===== src/rtl/jb_cntr_arb_pkg.sv =====
// Shared types and helpers for the jb_cntr time-sharing arbiter.
package jb_cntr_arb_pkg;

    typedef enum logic [1:0] {IDLE, RUN, DONE} state_t;

    localparam int unsigned MAX_REQ = 16;

    // One-hot of the first set bit of req[num-1:0], searching upward from start with wrap.
    function automatic logic [MAX_REQ-1:0] onehot_first(input logic [MAX_REQ-1:0] req,
                                                         input int unsigned      start,
                                                         input int unsigned      num);
        logic [MAX_REQ-1:0] oh;
        int unsigned        idx;
        oh = '0;
        for (int unsigned i = 0; i < MAX_REQ; i++) begin
            idx = start + i;
            if (idx >= num) idx = idx - num;
            if (i < num && oh == '0 && req[idx[3:0]]) oh[idx[3:0]] = 1'b1;
        end
        return oh;
    endfunction

endpackage


===== src/rtl/jb_cntr.sv =====
// Interval counter: counts 0..max_value while enabled, wrapping to 0 after max_value.
module jb_cntr #(
    parameter int unsigned COUNT_WIDTH = 39
) (
    input  logic                   clk,
    input  logic                   resetn,
    input  logic                   enable,
    input  logic [COUNT_WIDTH-1:0] max_value,
    output logic [COUNT_WIDTH-1:0] cntr
);

    logic [COUNT_WIDTH-1:0] cntr_q, cntr_d;

    always_comb begin
        cntr_d = cntr_q;
        if (enable) cntr_d = (cntr_q == max_value) ? '0 : cntr_q + COUNT_WIDTH'(1);
    end

    always_ff @(posedge clk) begin
        if (!resetn) cntr_q <= '0;
        else         cntr_q <= cntr_d;
    end

    assign cntr = cntr_q;

endmodule


===== src/rtl/jb_cntr_arb.sv =====
// Time-shares one jb_cntr among NUM_REQ requesters (IDLE -> RUN -> DONE per grant).
// JB_CNTR_ARB_RR_EN selects round-robin arbitration; otherwise fixed priority, lowest index wins.
module jb_cntr_arb
    import jb_cntr_arb_pkg::*;
#(
    parameter int unsigned NUM_REQ     = 4,
    parameter int unsigned COUNT_WIDTH = 39
) (
    input  logic                           clk,
    input  logic                           resetn,
    input  logic [NUM_REQ-1:0]             req,
    input  logic [NUM_REQ*COUNT_WIDTH-1:0] req_len,
    output logic [NUM_REQ-1:0]             grant,
    output logic [NUM_REQ-1:0]             done,
    output logic                           busy,
    output logic [COUNT_WIDTH-1:0]         cntr
);

    state_t                 state_q, state_d;
    logic [NUM_REQ-1:0]     grant_q, grant_d;
    logic [COUNT_WIDTH-1:0] len_q, len_d;
    logic [MAX_REQ-1:0]     req_ext, pick;
    logic [3:0]             start, win_idx;
    logic [COUNT_WIDTH-1:0] win_len, cntr_raw;
    logic                   owner_req;
    logic                   unused_bits;

`ifdef JB_CNTR_ARB_RR_EN
    logic [3:0] rr_q, rr_d;

    // Pointer advances on every grant, aborted ones included.
    always_comb begin
        rr_d = rr_q;
        if (state_q == IDLE && |req) begin
            rr_d = (win_idx == 4'(NUM_REQ - 1)) ? 4'd0 : win_idx + 4'd1;
        end
    end

    always_ff @(posedge clk) begin
        if (!resetn) rr_q <= '0;
        else         rr_q <= rr_d;
    end

    assign start = rr_q;
`else
    assign start = '0;
`endif

    always_comb begin
        req_ext = '0;
        for (int i = 0; i < NUM_REQ; i++) req_ext[i] = req[i];
        pick    = onehot_first(req_ext, 32'(start), NUM_REQ);
        win_idx = '0;
        win_len = '0;
        for (int i = 0; i < NUM_REQ; i++) begin
            if (pick[i]) begin
                win_idx = 4'(i);
                win_len = req_len[i*COUNT_WIDTH +: COUNT_WIDTH];
            end
        end
        owner_req = |(req & grant_q);
    end

    always_comb begin
        state_d = state_q;
        grant_d = grant_q;
        len_d   = len_q;
        unique case (state_q)
            IDLE: begin
                if (|req) begin
                    state_d = RUN;
                    grant_d = pick[NUM_REQ-1:0];
                    len_d   = win_len;
                end
            end
            RUN: begin
                // A dropped request aborts even on the terminal count cycle.
                if (!owner_req) begin
                    state_d = IDLE;
                    grant_d = '0;
                end else if (cntr_raw == len_q) begin
                    state_d = DONE;
                end
            end
            DONE: begin
                state_d = IDLE;
                grant_d = '0;
            end
            default: begin
                state_d = IDLE;
                grant_d = '0;
            end
        endcase
    end

    always_ff @(posedge clk) begin
        if (!resetn) begin
            state_q <= IDLE;
            grant_q <= '0;
            len_q   <= '0;
        end else begin
            state_q <= state_d;
            grant_q <= grant_d;
            len_q   <= len_d;
        end
    end

    jb_cntr #(
        .COUNT_WIDTH(COUNT_WIDTH)
    ) u_cntr (
        .clk      (clk),
        .resetn   (resetn & (state_q == RUN)),
        .enable   (state_q == RUN),
        .max_value(len_q),
        .cntr     (cntr_raw)
    );

    // After an abort the counter clears one cycle late, so mask it outside RUN.
    assign cntr        = (state_q == RUN) ? cntr_raw : '0;
    assign grant       = grant_q;
    assign done        = (state_q == DONE) ? grant_q : '0;
    assign busy        = (state_q != IDLE);
    assign unused_bits = ^{pick, win_idx};

endmodule


===== config.mk =====
export PLATFORM = sky130hd
export DESIGN_NAME = jb_cntr_arb
export DESIGN_NICKNAME = d
export VERILOG_FILES = /design/src/rtl/jb_cntr_arb_pkg.sv /design/src/rtl/jb_cntr.sv /design/src/rtl/jb_cntr_arb.sv
export SDC_FILE = /design/constraint.sdc
export NUM_CORES = 1
export LEC_CHECK = 0
export ABC_AREA = 1
export BUFFER_PORTS_ARGS = -buffer_cell sky130_fd_sc_hd__buf_4
export CELL_PAD_IN_SITES_DETAIL_PLACEMENT = 0
export CELL_PAD_IN_SITES_GLOBAL_PLACEMENT = 1
export CORE_ASPECT_RATIO = 0.9
export CORE_MARGIN = 1
export CORE_UTILIZATION = 34
export CTS_BUF_LIST = sky130_fd_sc_hd__clkbuf_16
export DETAILED_ROUTE_END_ITERATION = 16
export GPL_TIMING_DRIVEN = 0
export PLACE_DENSITY_LB_ADDON = 0.08
export SKIP_LAST_GASP = 1
export SLEW_MARGIN = 20
export SYNTH_ARGS = -nofsm -noshare
export SYNTH_HDL_FRONTEND = slang
export SYNTH_SLANG_ARGS = --single-unit

===== constraint.sdc =====
create_clock -name clk -period 1.9 [get_ports clk]
set_input_delay 0.19 -clock clk [delete_from_list [all_inputs] [get_ports clk]]
set_output_delay 0.19 -clock clk [all_outputs]
set_load 0.01 [all_outputs]

==> results by group, run 1 <==
Synth
  • Top-count cell post-synth: nand2_1
  • Yosys warning total: 0
  • Predominant post-synthesis flop cell: dfxtp_1
  • Number of synthesized flops with an enable pin: 0
  • Area share of the largest cell type after synthesis: 31.0%
  • Top cells by count, synth: 135 x nand2_1, 123 x a21oi_1, 114 x nor2_1
  • Synth Area per Inst: ~6.7 sq um
  • Gate Count Post-Synth: 814
  • Distinct cells, synth: 37
  • Sequential cell area fraction in the yosys report: 31.0%
  • Synth area leader: dfxtp_1
  • Ys async rst share: 0%
  • Syn Nets: 977
  • Top cells by area, synth: dfxtp_1 31%, a21oi_1 11%, nand2_1 9.3%, nor2_1 7.9%, inv_1 6.4%
  • Yosys reg bits: 84
  • Post-Syn Area: approximately 5400 sq um

Drt
  • First-pass iteration count of the detailed router: 5
  • Post-DR wirelength/cell: 16.0 um
  • DRT antenna net count: 0
  • Vias per cell: 4.90
  • Via count: slightly above 6,000
  • DR DRC count: 0
  • Starting DRT DRC Count: 269
  • Detail Route met3 WL: around 1200 um
  • Wl on met1: approximately 9300 um
  • Max layer used: met4
  • WL final: 19,900 um
  • Routed wl met2: 9150 um

Critical path
  • R2R Setup Slk: 0.11 ns
  • Critical path class: flop to output pin
  • WP buf/inv: 5
  • Critical path depth: 7
  • WP data arrival: 1.66 ns
  • Worst path slowest cell: dfxtp_1
  • CP top delay family: buffers and inverters
  • Critical Path End Type: output pin
  • Reg-to-Reg Start: u_cntr.cntr[12]
  • CP cell instances: inv_1 -> nor2_4 -> inv_4 -> buf_6 -> clkbuf_8 -> nor2_2 -> buf_4
  • Crit path launch type: flop
  • Critical path required time: between 1.5 and 2 ns
  • R2R depth: 8
  • Crit path launch: state_q[0]
  • Crit Path Max Fanout: 10
  • Delay of the slowest cell on the worst path: 0.34 ns

Placement
  • GP Congestion: about 0.85
  • Post-Place Cell Area: about 7200 sq um
  • Placed insts: 1,224
  • Detailed placer's ending HPWL: 16,100 um
  • IO buf count: 208

CTS
  • CTS tree: yes
  • Htree depth: 3
  • Clk pin slew, worst setup/hold paths: 0.06 ns
  • Clk root buf: clkbuf_16
  • Number of CTS-inserted buffers: 9
  • Clk buf depth: 2
  • CTS sink cnt: 84
  • Hold bufs inserted after CTS: 0
  • Worst-skew pair later-pin latency: roughly 0.35 ns

Power
  • Pleak: approximately 3.3 nW
  • Peak supply drop: 0.450 mV
  • P per Cell Area: 605 nW/um^2

Timing
  • Final worst path period share: 97.3%
  • RSZ-0062 raised after global routing: yes
  • Hold Slack: about 0.11 ns
  • # setup viols final: 0
  • Final setup TNS: 0 ns
  • Clock Skew: between 0.006 and 0.007 ns
  • Worst relative slew slack: 52.7%
  • Fmax: 541 MHz
  • Max Slew Vio Count: 0
  • Least-Margin Pin Slew: 0.704 ns
  • Minimum clock period: about 1.8 ns
  • Hold Fails Final Rpt: 0

Layout
  • Ant. Diodes: 0
  • Layout fillers: 1,685
  • Design Area, Final: between 7000 and 8000 sq um
  • Post-Layout Cell Count: 1,245
  • Final nets: 1,201
  • Layout cells sized above 1: between 20 and 30%
  • Area Growth Syn to Fin: 41.1%

Floorplanning
  • Die area: 16,500 sq um
  • I/O Pins: 210
  • Die Wd: 135 um
  • Starting Density: 35.0%
  • Chip Height: 122 um
  • Core Area: 15,500 sq um
  • Core Rows: 43

Hold path
  • Class of the worst hold path: input pin to flop
  • HP Start: req_len[119]
  • Hold path cells: 3

Flow run
  • Max-cap violations: 0

Global routing
  • Pin count of the biggest net entering global routing: 14
  • Total gr overflow: 0
  • Vias in the first global route: 5,747
  • Initial antenna violation count: 0
  • GRT Total Usage: 24.8%
  • First-pass GRT wire length: between 30,000 and 40,000 um

Status
  • Status: finished clean
worst min-delay path: stages:
cell     delay [ns]
buf_4          0.08
a21oi_1        0.05
a21oi_1        0.10
power breakdown:
group / internal (mW) / switching (mW) / total [mW] / leakage, nW
combinational: 0.474 / 0.470 / 0.943 / 2.49
sequential: 1.86 / 0.0800 / 1.94 / 0.688
clock: 0.999 / 0.748 / 1.75 / 0.135
total: 3.33 / 1.30 / 4.63 / 3.31
cell usage in the layout (no fill, tap or decap), types with 4 or more instances in the layout:
master     netlist  routed
nor2_4           5       9
xnor2_1         21      20
dfxtp_1         84      82
a22o_1          39      39
nor3_1          18      18
o21ai_0         39      39
nor2_2          13      20
xor2_1          23      23
inv_2            4       6
buf_4            1     214
nand3_1         16      16
nand2_1        135     134
a21oi_1        123     123
nor2_1         114     103
clkbuf_1        29      25
inv_1           93      91
clkbuf_16        0       9
nand4_1         14      14
buf_6            4       4
clkinv_1         0       4
nand2_2         10      11
flip-flops by register name, indices dropped and copies added, names as in the netlist:
register / cells
grant: 4
len_q: 39
state_q: 2
u_cntr.cntr: 39
final timing paths:
| kind | to |
|---|---|
| setup / recovery | cntr[23] |
| hold / removal | len_q[2] |
| setup reg to reg | u_cntr.cntr[37] |
| hold reg to reg | grant[1] |
metrics by stage:
step           setup slack (ns)  util [%]  power, mW
6_report                 0.0514      49.4       4.63
5_1_grt                 -0.0150      49.4       4.85
4_1_cts                  0.0285      49.1       4.64
3_5_place_dp             -0.143      46.7       2.88
3_3_place_gp             -0.173      46.7       2.87
2_1_floorplan             0.379         -       2.43
cells by family after synthesis:
kind of cell             after synthesis  synth area share [%]
adder cells (fa/ha/maj)                1                 0.231
AND/OR/NAND/NOR                      344                  29.8
buffers and inverters                135                  10.1
XOR/XNOR                              44                  7.11
AO/OA/AOI/OAI                        206                  21.8
flip-flops                            84                  31.0
final cells by class:
type / count / area (sq um) / share of cell area (%)
buffer: 37 / 195 / 2.55
clock buffer: 9 / 225 / 2.94
clock inverter: 7 / 57.6 / 0.752
inverter: 98 / 370 / 4.84
multi-input combinational: 595 / 3270 / 42.7
sequential: 84 / 1680 / 22.0
tap: 202 / 253 / 3.30
timing repair buffer: 213 / 1600 / 20.9
routing by layer:
layer / vias to the layer above / GRT usage, %
li1: 3117 / -
met1: 2774 / 33.2
met2: 197 / 41.0
met3: 16 / 4.83
met4: 0 / 5.83
met5: - / 0
repair_timing:
| action | in CTS | in global routing |
|---|---|---|
| pin swaps | 2 | 3 |
| setup endpoints to repair | 66 | 72 |
| buffers inserted | 5 | 0 |
| gates resized for setup | 18 | 14 |
Note: power is estimated with default switching activity, not from simulation.
==> run 2, diff against run 1 <==
==> constraint.sdc (replaced) <==
create_clock -name clk -period 1.9 [get_ports clk]
set_input_delay 0.19 -clock clk [delete_from_list [all_inputs] [get_ports clk]]
set_output_delay 0.19 -clock clk [all_outputs]
set_load 0.05 [all_outputs]
==> results by group, run 2 (synthesized netlist as in run 1, its figures left out) <==
Drt
  • Vias per cell: 4.90 (about the same)
  • First-pass iteration count of the detailed router: 4 (was 5)
  • DRT antenna net count: 0 (unchanged)
  • DR DRC count: 0 (unchanged)
  • Via count: 6,093 (was 6,104)
  • Starting DRT DRC Count: 313 (was 269)
  • WL final: 20,100 um (was 19,900 um)
  • Post-DR wirelength/cell: 16.1 um (was 16.0 um)

Floorplanning
  • Die area: 16,500 sq um (unchanged)
  • Chip Height: 122 um (unchanged)
  • Starting Density: 35.0% (unchanged)
  • Core Rows: 43 (unchanged)
  • Die Wd: 135 um (unchanged)
  • I/O Pins: 210 (unchanged)
  • Core Area: 15,500 sq um (unchanged)

Flow run
  • Max-cap violations: 0 (unchanged)

Global routing
  • Initial antenna violation count: 0 (unchanged)
  • Total gr overflow: 0 (unchanged)
  • GRT Total Usage: 24.9% (was 24.8%)
  • First-pass GRT wire length: 30,900 um (was 30,800 um)
  • Pin count of the biggest net entering global routing: 13 (was 14)
  • Vias in the first global route: 5,843 (was 5,747)

Critical path
  • Critical path required time: 1.71 ns (about the same)
  • Crit path launch type: flop (unchanged)
  • Delay of the slowest cell on the worst path: 0.34 ns (about the same)
  • Crit path launch: state_q[0] (unchanged)
  • WP buf/inv: 5 (unchanged)
  • Crit Path Max Fanout: 10 (unchanged)
  • Critical Path End Type: output pin (unchanged)
  • Critical path class: flop to output pin (unchanged)
  • Reg-to-Reg Start: u_cntr.cntr[33] (was u_cntr.cntr[12])
  • WP data arrival: 1.65 ns (was 1.66 ns)
  • CP cell instances: inv_1 -> nor2_4 -> inv_6 -> buf_6 -> clkbuf_16 -> nor2_4 -> buf_6 (was inv_1 -> nor2_4 -> inv_4 -> buf_6 -> clkbuf_8 -> nor2_2 -> buf_4)
  • Worst path slowest cell: dfxtp_1 (unchanged)
  • CP top delay family: buffers and inverters (unchanged)

Timing
  • Final worst path period share: 96.9% (was 97.3%)
  • Clock Skew: 0.0109 ns (was 0.00621 ns)
  • Least-Margin Pin Slew: 0.613 ns (was 0.704 ns)
  • Max Slew Vio Count: 0 (unchanged)
  • Final WS setup: 0.0597 ns (was 0.0514 ns)
  • Minimum clock period: 1.84 ns (was 1.85 ns)
  • RSZ-0062 raised after global routing: yes (unchanged)
  • Worst relative slew slack: 58.9% (was 52.7%)
  • Hold Fails Final Rpt: 0 (unchanged)
  • Final setup TNS: 0 ns (unchanged)
  • Fmax: 543 MHz (was 541 MHz)
  • # setup viols final: 0 (unchanged)

CTS
  • Clk buf depth: 2 (unchanged)
  • Clk pin slew, worst setup/hold paths: 0.06 ns (about the same)
  • Number of CTS-inserted buffers: 9 (unchanged)
  • CTS tree: yes (unchanged)
  • Htree depth: 3 (unchanged)
  • Clk root buf: clkbuf_16 (unchanged)
  • Worst-skew pair later-pin latency: 0.35 ns (about the same)
  • Hold bufs inserted after CTS: 0 (unchanged)
  • CTS sink cnt: 84 (unchanged)

Hold path
  • Class of the worst hold path: input pin to flop (unchanged)
  • HP Start: req_len[148] (was req_len[119])

Power
  • Switching power: 1.28 mW (was 1.30 mW)
  • Clock power frac: 36.8% (was 37.8%)
  • Peak supply drop: 0.449 mV (was 0.450 mV)
  • Gate power share: 21.1% (was 20.4%)
  • Int Pwr: 3.33 mW (about the same)
  • Register share of total power: 42.1% (was 41.8%)
  • P per Cell Area: 591 nW/um^2 (was 605 nW/um^2)
  • Sw Ratio: 27.7% (was 28.1%)
  • Total Power: 4.60 mW (was 4.63 mW)
  • Pleak: 3.34 nW (was 3.31 nW)

Layout
  • Most frequent cells in the layout: 194 x buf_4, 135 x nand2_1, 123 x a21oi_1 (was 214 x buf_4, 134 x nand2_1, 123 x a21oi_1)
  • Commonest non-fill, non-tap cell in the layout: buf_4 (unchanged)
  • Post-Layout Cell Count: 1,243 (was 1,245)
  • Layout cells sized above 1: 29.3% (was 28.9%)
  • Ant. Diodes: 0 (unchanged)
  • Final nets: 1,200 (was 1,201)
  • Area Growth Syn to Fin: 43.6% (was 41.1%)
  • Fin util: 50.2% (was 49.4%)

Placement
  • Dpl ws: -0.136 ns (was -0.143 ns)
  • Detailed placer's ending HPWL: 16,200 um (was 16,100 um)
  • GP Congestion: 0.847 (was 0.853)
  • Placed insts: 1,224 (unchanged)
  • IO buf count: 208 (unchanged)

Status
  • Status: finished clean (unchanged)
## run 2: what timing repair did
item | CTS | global route
setup buffers | 2 | 2
hold endpoints to repair | 0 | 0
gates resized for setup | 44 | 16
setup endpoints to repair | 43 | 68
pin swaps | 1 | 1
## run 2: cell type report
class / instances / area [sq um]
clock buffer: 9 / 225
buffer: 37 / 218
tap: 202 / 253
inverter: 98 / 373
sequential: 84 / 1680
clock inverter: 6 / 50.0
multi-input combinational: 595 / 3310
timing repair buffer: 212 / 1670
fill: 1656 / 7710
## run 2: worst paths after layout
path	endpoint	slack, ns	depth (start not counted)
max reg2reg	u_cntr.cntr[38]	0.07	11
min	len_q[31]	0.11	3
min reg2reg	u_cntr.cntr[0]	0.47	1
max	cntr[18]	0.06	7
## run 2: worst register-to-register path: cells and delay by family, from the launching register on
kind / cells / cell delay (ns)
flops: 1 / 0.37
simple gates: 9 / 1.03
buf+inv: 2 / 0.33
## run 2: per-stage QoR
| stage | area (sq um) | hold WS (ns) |
|---|---|---|
| 6_report | 7780 | 0.113 |
| 5_1_grt | 7780 | 0.116 |
| 4_1_cts | 7690 | 0.0998 |
| 3_5_place_dp | 7240 | 0.465 |
| 3_3_place_gp | 7240 | 0.465 |
| 2_1_floorplan | 5430 | 0.370 |
## run 2: power groups by stage
| stage | clock, mW | combinational [mW] | sequential, mW |
|---|---|---|---|
| final | 1.70 | 0.971 | 1.93 |
| after global routing | 1.79 | 1.08 | 1.95 |
| after CTS | 1.74 | 0.961 | 1.94 |
| after detailed placement | 0 | 0.922 | 1.97 |
| after global placement | 0 | 0.923 | 1.97 |
| after floorplan | 0 | 0.492 | 1.95 |
## run 2: layer usage
metal | part of all wire [%] | routed length, um | global-route usage, %
met1 | 46 | 9250 | 32.5
met2 | 46 | 9310 | 41.5
met3 | 6.6 | 1320 | 5.91
met4 | 0.89 | 179 | 5.20
met5 | 0 | 0 | 0
